--- config.mk ---
export PLATFORM = sky130hd
export DESIGN_NAME = image_frame_loader
export DESIGN_NICKNAME = d
export VERILOG_FILES = /design/src/rtl/image_frame_loader.sv
export SDC_FILE = /design/constraint.sdc
export NUM_CORES = 1
export LEC_CHECK = 0
export BUFFER_PORTS_ARGS = -buffer_cell sky130_fd_sc_hd__buf_2
export CAP_MARGIN = 10
export CORE_AREA = 8 8 158 190
export CTS_CLUSTER_SIZE = 30
export DETAILED_ROUTE_END_ITERATION = 8
export DIE_AREA = 0 0 166 198
export SETUP_SLACK_MARGIN = 0.02
export SYNTH_ARGS = -nofsm -noshare
export SYNTH_HDL_FRONTEND = slang
export SYNTH_SLANG_ARGS = --single-unit
--- constraint.sdc ---
create_clock -name clk -period 2.4 [get_ports clk]
set_input_delay 0.36 -clock clk [delete_from_list [all_inputs] [get_ports clk]]
set_output_delay 0.36 -clock clk [all_outputs]
set_load 0.01 [all_outputs]
--- src/rtl/image_frame_loader.sv ---
// image_frame_loader
//   Feeds digit_classifier. Takes a raster stream of grayscale pixels over
//   valid/ready, binarises each pixel against a per-frame threshold and packs
//   the bits into a NPIX-bit image. When a full frame has arrived it pulses
//   start for one cycle. It then holds the image and blocks new pixels until
//   the classifier raises cls_valid.
//
// Ports
//   clk, rst_n   clock, asynchronous active-low reset
//   pix_in       grayscale pixel (unsigned)
//   pix_valid    pix_in / pix_sof valid
//   pix_sof      first pixel of a frame
//   pix_ready    loader accepts a pixel this cycle (IDLE/LOAD)
//   thresh_in    threshold, sampled with the SOF pixel
//   cls_valid    classifier completion (rising edge releases WAIT)
//   image_out    packed binary image, bit k = raster index k
//   start        one-cycle classifier start
//   busy         high in FIRE and WAIT
//   frame_err    one-cycle pulse after a SOF arrives mid-frame
module image_frame_loader #(
  parameter int IMG_W    = 14,
  parameter int IMG_H    = 14,
  parameter int PIX_BITS = 8,
  localparam int NPIX    = IMG_W * IMG_H,
  localparam int CW      = $clog2(NPIX + 1)
) (
  input  logic                clk,
  input  logic                rst_n,
  input  logic [PIX_BITS-1:0] pix_in,
  input  logic                pix_valid,
  input  logic                pix_sof,
  output logic                pix_ready,
  input  logic [PIX_BITS-1:0] thresh_in,
  input  logic                cls_valid,
  output logic [NPIX-1:0]     image_out,
  output logic                start,
  output logic                busy,
  output logic                frame_err
);

  typedef enum logic [1:0] {IDLE, LOAD, FIRE, WAIT} state_t;

  localparam logic [CW-1:0] LAST = CW'(NPIX - 1);

  state_t              state, state_nxt;
  logic [CW-1:0]       count;
  logic [PIX_BITS-1:0] thr_q;
  logic                cls_prev;
  logic                xfer;
  logic [PIX_BITS-1:0] thr_eff;
  logic                pix_bit;

  assign xfer    = pix_valid && pix_ready;
  // The SOF pixel is judged against the threshold presented with it, not the
  // one latched for the previous frame.
  assign thr_eff = pix_sof ? thresh_in : thr_q;
  assign pix_bit = (pix_in >= thr_eff);

  // State register
  always_ff @(posedge clk or negedge rst_n) begin
    if (!rst_n) state <= IDLE;
    else        state <= state_nxt;
  end

  // Next-state logic
  always_comb begin
    state_nxt = state;
    case (state)
      IDLE: if (xfer && pix_sof) state_nxt = LOAD;
      LOAD: if (xfer && !pix_sof && count == LAST) state_nxt = FIRE;
      FIRE: state_nxt = WAIT;
      // Only a fresh rising edge releases; a level left high by the previous
      // frame is ignored.
      WAIT: if (cls_valid && !cls_prev) state_nxt = IDLE;
      default: state_nxt = IDLE;
    endcase
  end

  // Outputs decoded from the state register only
  always_comb begin
    pix_ready = (state == IDLE) || (state == LOAD);
    busy      = (state == FIRE) || (state == WAIT);
    start     = (state == FIRE);
  end

  // Datapath: pixel count, latched threshold, image bits, error pulse
  always_ff @(posedge clk or negedge rst_n) begin
    if (!rst_n) begin
      count     <= '0;
      thr_q     <= '0;
      image_out <= '0;
      frame_err <= 1'b0;
      cls_prev  <= 1'b0;
    end else begin
      frame_err <= 1'b0;
      cls_prev  <= cls_valid;
      if (xfer) begin
        if (pix_sof) begin
          // A SOF always restarts the frame; in LOAD it also flags an error.
          image_out[0] <= pix_bit;
          count        <= CW'(1);
          thr_q        <= thresh_in;
          frame_err    <= (state == LOAD);
        end else if (state == LOAD) begin
          image_out[count] <= pix_bit;
          count            <= (count == LAST) ? '0 : count + CW'(1);
        end
        // Non-SOF pixels in IDLE are consumed and dropped.
      end
    end
  end

endmodule

Word-level counts from Yosys, hierarchy flattened
Index checks and enable logic that the tools add are counted.
- register bits after elaboration: 216
- output and inout port bits: 200
- word-level logic and storage cells: 49
- add/sub/neg operators: 1
- order comparisons: 3
- equality and inequality tests: 7
- multiplexer cells: 15
- bitwise operators: 1
- reductions and logical operators: 15
- operators by type and width (kind ; number):
    196-bit bitwise mux ; 1
    8-bit two-way mux ; 4
    8-bit by 9-bit less-than comparator with 1-bit output, second input constant ; 1
    8-bit by 1-bit adder with 8-bit output, second input constant ; 1
    1-bit demux with 8-bit select ; 1
    8-bit == test, second input constant ; 1
    8-bit by 1-bit greater-or-equal comparator with 1-bit output, second input constant ; 1
    8-bit greater-or-equal comparator ; 1
    2-bit one-hot mux with 4 select lines ; 1
    1-bit logical AND ; 6
    2-bit two-way mux ; 3
    2-bit != test, second input constant ; 3
    3-bit AND reduction ; 2
    1-bit two-way mux ; 5
    2-bit == test, second input constant ; 2
    2-bit by 1-bit == test with 1-bit output, second input constant ; 1
    1-bit zero test ; 2
    2-bit zero test ; 1
    1-bit logical OR ; 2
    2-bit AND reduction ; 1
    2-bit nonzero test ; 1
    1-bit NOT ; 1

Depth between registers and ports, before layout
- word-level depth: 7
- depth in mapped cells: 10
- mapped depth without buffers: 6

Least setup slack after synthesis
OpenSTA, ideal clock, no wires.
- path type: input to register
- start: input port pix_sof
- end: register image_out[192]
- arrival: 2.526 ns
- path slack: -0.272 ns
- cell stages on the path: 10
- cells stage by stage: buf_1 > mux2i_1 > ha_1 > a21o_1 > a221oi_1 > o21a_1 > clkbuf_1 > buf_2 > buf_2 > a41oi_1
- word-level cells in the longest chain between the ends: 3
- RTL lines (item ; line ; source):
    from (decl) ; 31 ; input logic pix_sof,
    8-bit two-way mux ; -- ;
    8-bit greater-or-equal comparator ; 57 ; assign pix_bit = (pix_in >= thr_eff);
    196-bit bitwise mux ; 105 ; image_out[count] <= pix_bit;
    to (signal, indexed assignment) ; 105 ;
    to (decl) ; 35 ; output logic [NPIX-1:0] image_out,
Several ways; a longest one is shown, not always the timed one.
A chain may end at the register's enable or synchronous reset.

Final worst setup path
- start: register state[1]
- end: register image_out[121]
- word-level cells in the longest chain between the ends: 4
- RTL lines (item ; line ; source):
    from (decl) ; 45 ; state_t state, state_nxt;
    from (signal assigned) ; 62 ; else state <= state_nxt;
    2-bit by 1-bit == test with 1-bit output or 2-bit zero test (tied branches) ; 81, 104 ;
    1-bit logical OR ; 81 ; pix_ready = (state == IDLE) || (state == LOAD);
    1-bit logical AND ; 53 ; assign xfer = pix_valid && pix_ready;
    3-bit AND reduction (no line) * ; -- ;
Every way passes the cells marked *; elsewhere a longest branch is shown, timed or not.

==> metrics.csv <==
stage,metric,value,unit
outcome,status,"finished, final reports clean",
critical_path,critPathSlowestCell,dfrtp_1,
finish,final_core_util,0.4476,
yosys,syn_avg_cell_area,10.95,um^2
critical_path,worst_setup_path_start_kind,flop,
clocking,cts_made_buffers,23,
critical_path,crit_fanout,74,
floorplan,chipHeight,198,um
finish,drive_above_1_share,0.3695,
floorplan,io_pins,221,
yosys,ys_ff_latch,216,
yosys,ys_seq_area_frac,0.5675,
yosys,async_flop_share,1.000,
yosys,synth_top_area_frac,0.5675,
sta,finClkSkew,17.47,ps
routing,viasPerCell,5.300,
finish,final_common_cell,buf_2,
clocking,cts_setup_buffers,0,
sta,worst_pin_slew,640.6,ps
yosys,ys_types,46,
floorplan,die_w,166,um
clocking,cts-htree-levels,1,
clocking,clockBufferDepth,3,
critical_path,required,2790,ps
clocking,path_clk_slew,60,ps
global_route,grt.overflow.total,0,
sta,slew-limit-headroom,0.5729,
power,peakVddDrop,417.4,uV
yosys,synth_top_cell_by_area,dfrtp_1,
yosys,synth_top_flop_cell,dfrtp_1,
global_route,grt_pass1_vias,7628,
finish,fillCellCount,2544,
finish,n_antenna_cell,0,
routing,drt-pass1-iter-count,4,
critical_path,crit_chain,"inv_1, ha_1, nand3b_1, buf_12, buf_12, nor3_1, mux2_2",
routing,drt_iter0_drc,455,
placement,hpwl,20.31,mm
global_route,grt_max_degree,78,
routing,num_vias,7568,
critical_path,arrival,2580,ps
run,cap_viol_max_count,0,
sta,period_minus_slack,2197,ps
floorplan,dieArea,32870,um^2
critical_path,crit_type,flop to flop,
yosys,syn-num-nets,907,
clocking,numClockSinks,216,
critical_path,cpMostUsedCell,buf_12,
critical_path,endpoint_kind,flop,
finish,fin_nets,1108,
yosys,yosys_warnings,0,
routing,routed_wl,29.08,mm
floorplan,rows,66,
sta,maxSlewViolCount,0,
yosys,synth_edf_count,0,
routing,wl_per_cell,20.36,um
min_path,hold_class,input pin to flop,
placement,place_area,11200,um^2
critical_path,slowest_delay,430,ps
sta,fmax,0.4552,GHz
clocking,cts_tree,done,
yosys,ys_top_cells_by_area,"dfrtp_1 57%, mux2_2 7.9%, a31oi_1 4.7%",
sta,setup_viol,0,
global_route,antenna_found_initial,1,
sta,hold_viol,0,
placement,globalplace.congestion,0.7782,
placement,io_buffers,220,
yosys,synthCells,870,
routing,antenna_left,0,
floorplan,initial_core_util,0.3549,
routing,route.detailed.drc,0,
floorplan,core_area,26840,um^2
clocking,clkLatencyLatePin,510,ps
sta,rsz0062_at_grt,no,
clocking,cts_root_buffer,clkbuf_16,
critical_path,r2r_setup_slack,200,ps
power,p_leak,6.063,nW
global_route,grt_pass1_wl,45.17,mm
global_route,grtUsageTotal,0.1719,
yosys,synth.cell_area,9525,um^2
finish,final_cell_area,12010,um^2
finish,final_cell_mix,"219 x buf_2, 216 x dfrtp_1, 78 x a21oi_1",
sta,fin_crit_sh,0.9153,
power,power_density,709.1,nW/um^2
finish,area_delta_synth_final,26.10,%
[worst max-delay path: cells and delay by family (launching register included)]
kind / cells / cell delay [ps]
adder cells (fa/ha/maj): 1 / 280
AND/OR/NAND/NOR: 2 / 440
buffers and inverters: 3 / 490
multiplexers: 1 / 370
flip-flops: 1 / 430
[power by group]
part	internal (mW)	switching (mW)
clock network	2.16	1.48
registers	3.74	0.0646
logic	0.348	0.729
[state kept, by name, summed over array words and instances, names as in the netlist]
name,flops
cls_prev,1
state,2
frame_err,1
count,8
thr_q,8
image_out,196
[logic make-up after synthesis]
logic type,Yosys count,share of synthesized area
buffers and inverters,104,0.04492
XOR/XNOR,1,0.0009196
adder cells (fa/ha/maj),16,0.02102
AO/OA/AOI/OAI,286,0.1792
flip-flops,216,0.5674
multiplexers,76,0.08919
AND/OR/NAND/NOR,171,0.09733
[final cells by class]
class	count	area (um^2)	area share
Clock buffer	32	669.4	0.05573
Clock inverter	10	103.9	0.008646
Inverter	8	30.03	0.002500
Multi-Input combinational cell	550	3771	0.3140
Sequential cell	216	5405	0.4500
Tap cell	340	425.4	0.03542
Timing Repair Buffer	272	1607	0.1338
[layer usage]
layer	up-vias	wire, um	share of wire	track usage
li1	3618	-	-	-
met1	3667	12310	0.42	0.2179
met2	234	14420	0.50	0.2920
met3	47	1669	0.057	0.03606
met4	2	666	0.023	0.05125
met5	-	10	0.00034	0
[metrics by stage]
stage	setup slack, ps	cells	hold slack [ps]	TNS (ps)	total power [mW]
2_1_floorplan	28.40	870	64.41	0	4.430
3_3_place_gp	-105.9	1384	410.4	-10850	4.944
3_5_place_dp	-146.0	1384	409.0	-16990	4.955
4_1_cts	121.8	1428	112.0	0	8.622
5_1_grt	20.75	1428	141.6	0	8.874
6_report	203.3	1428	129.3	0	8.518
[repair_timing]
action | 4_1_cts | 5_1_grt
setup endpoints to repair | 0 | 17
endpoints found under the hold margin | 71 | 0
gates resized for setup | 0 | 5
hold buffers | 2 | 0
[synthesized netlist by cell type (3+ instances only)]
master	n
and3_1	5
nand3_1	7
or3_1	7
or2_2	6
clkbuf_1	67
mux2i_1	8
a21o_1	4
o21ai_1	13
nor3_1	76
and3b_1	4
buf_2	27
o21ai_0	57
nand3b_1	6
nand2b_1	5
mux2_2	67
nor2_1	19
a21oi_1	78
ha_1	16
nand2_1	20
o31ai_1	54
or4_1	3
inv_1	8
a31oi_1	71
dfrtp_1	216
[path summary, 6_finish.rpt]
kind | from | endpoint | depth (start not counted)
min in group asynchronous | rst_n | thr_q[5] | 2
setup reg to reg | state[1] | image_out[121] | 7
hold reg to reg | thr_q[5] | thr_q[5] | 2
hold / removal | pix_valid | frame_err | 3
max in group asynchronous | rst_n | image_out[189] | 3
setup / recovery | state[1] | image_out[121] | 7
(Power assumes the default switching activity.)
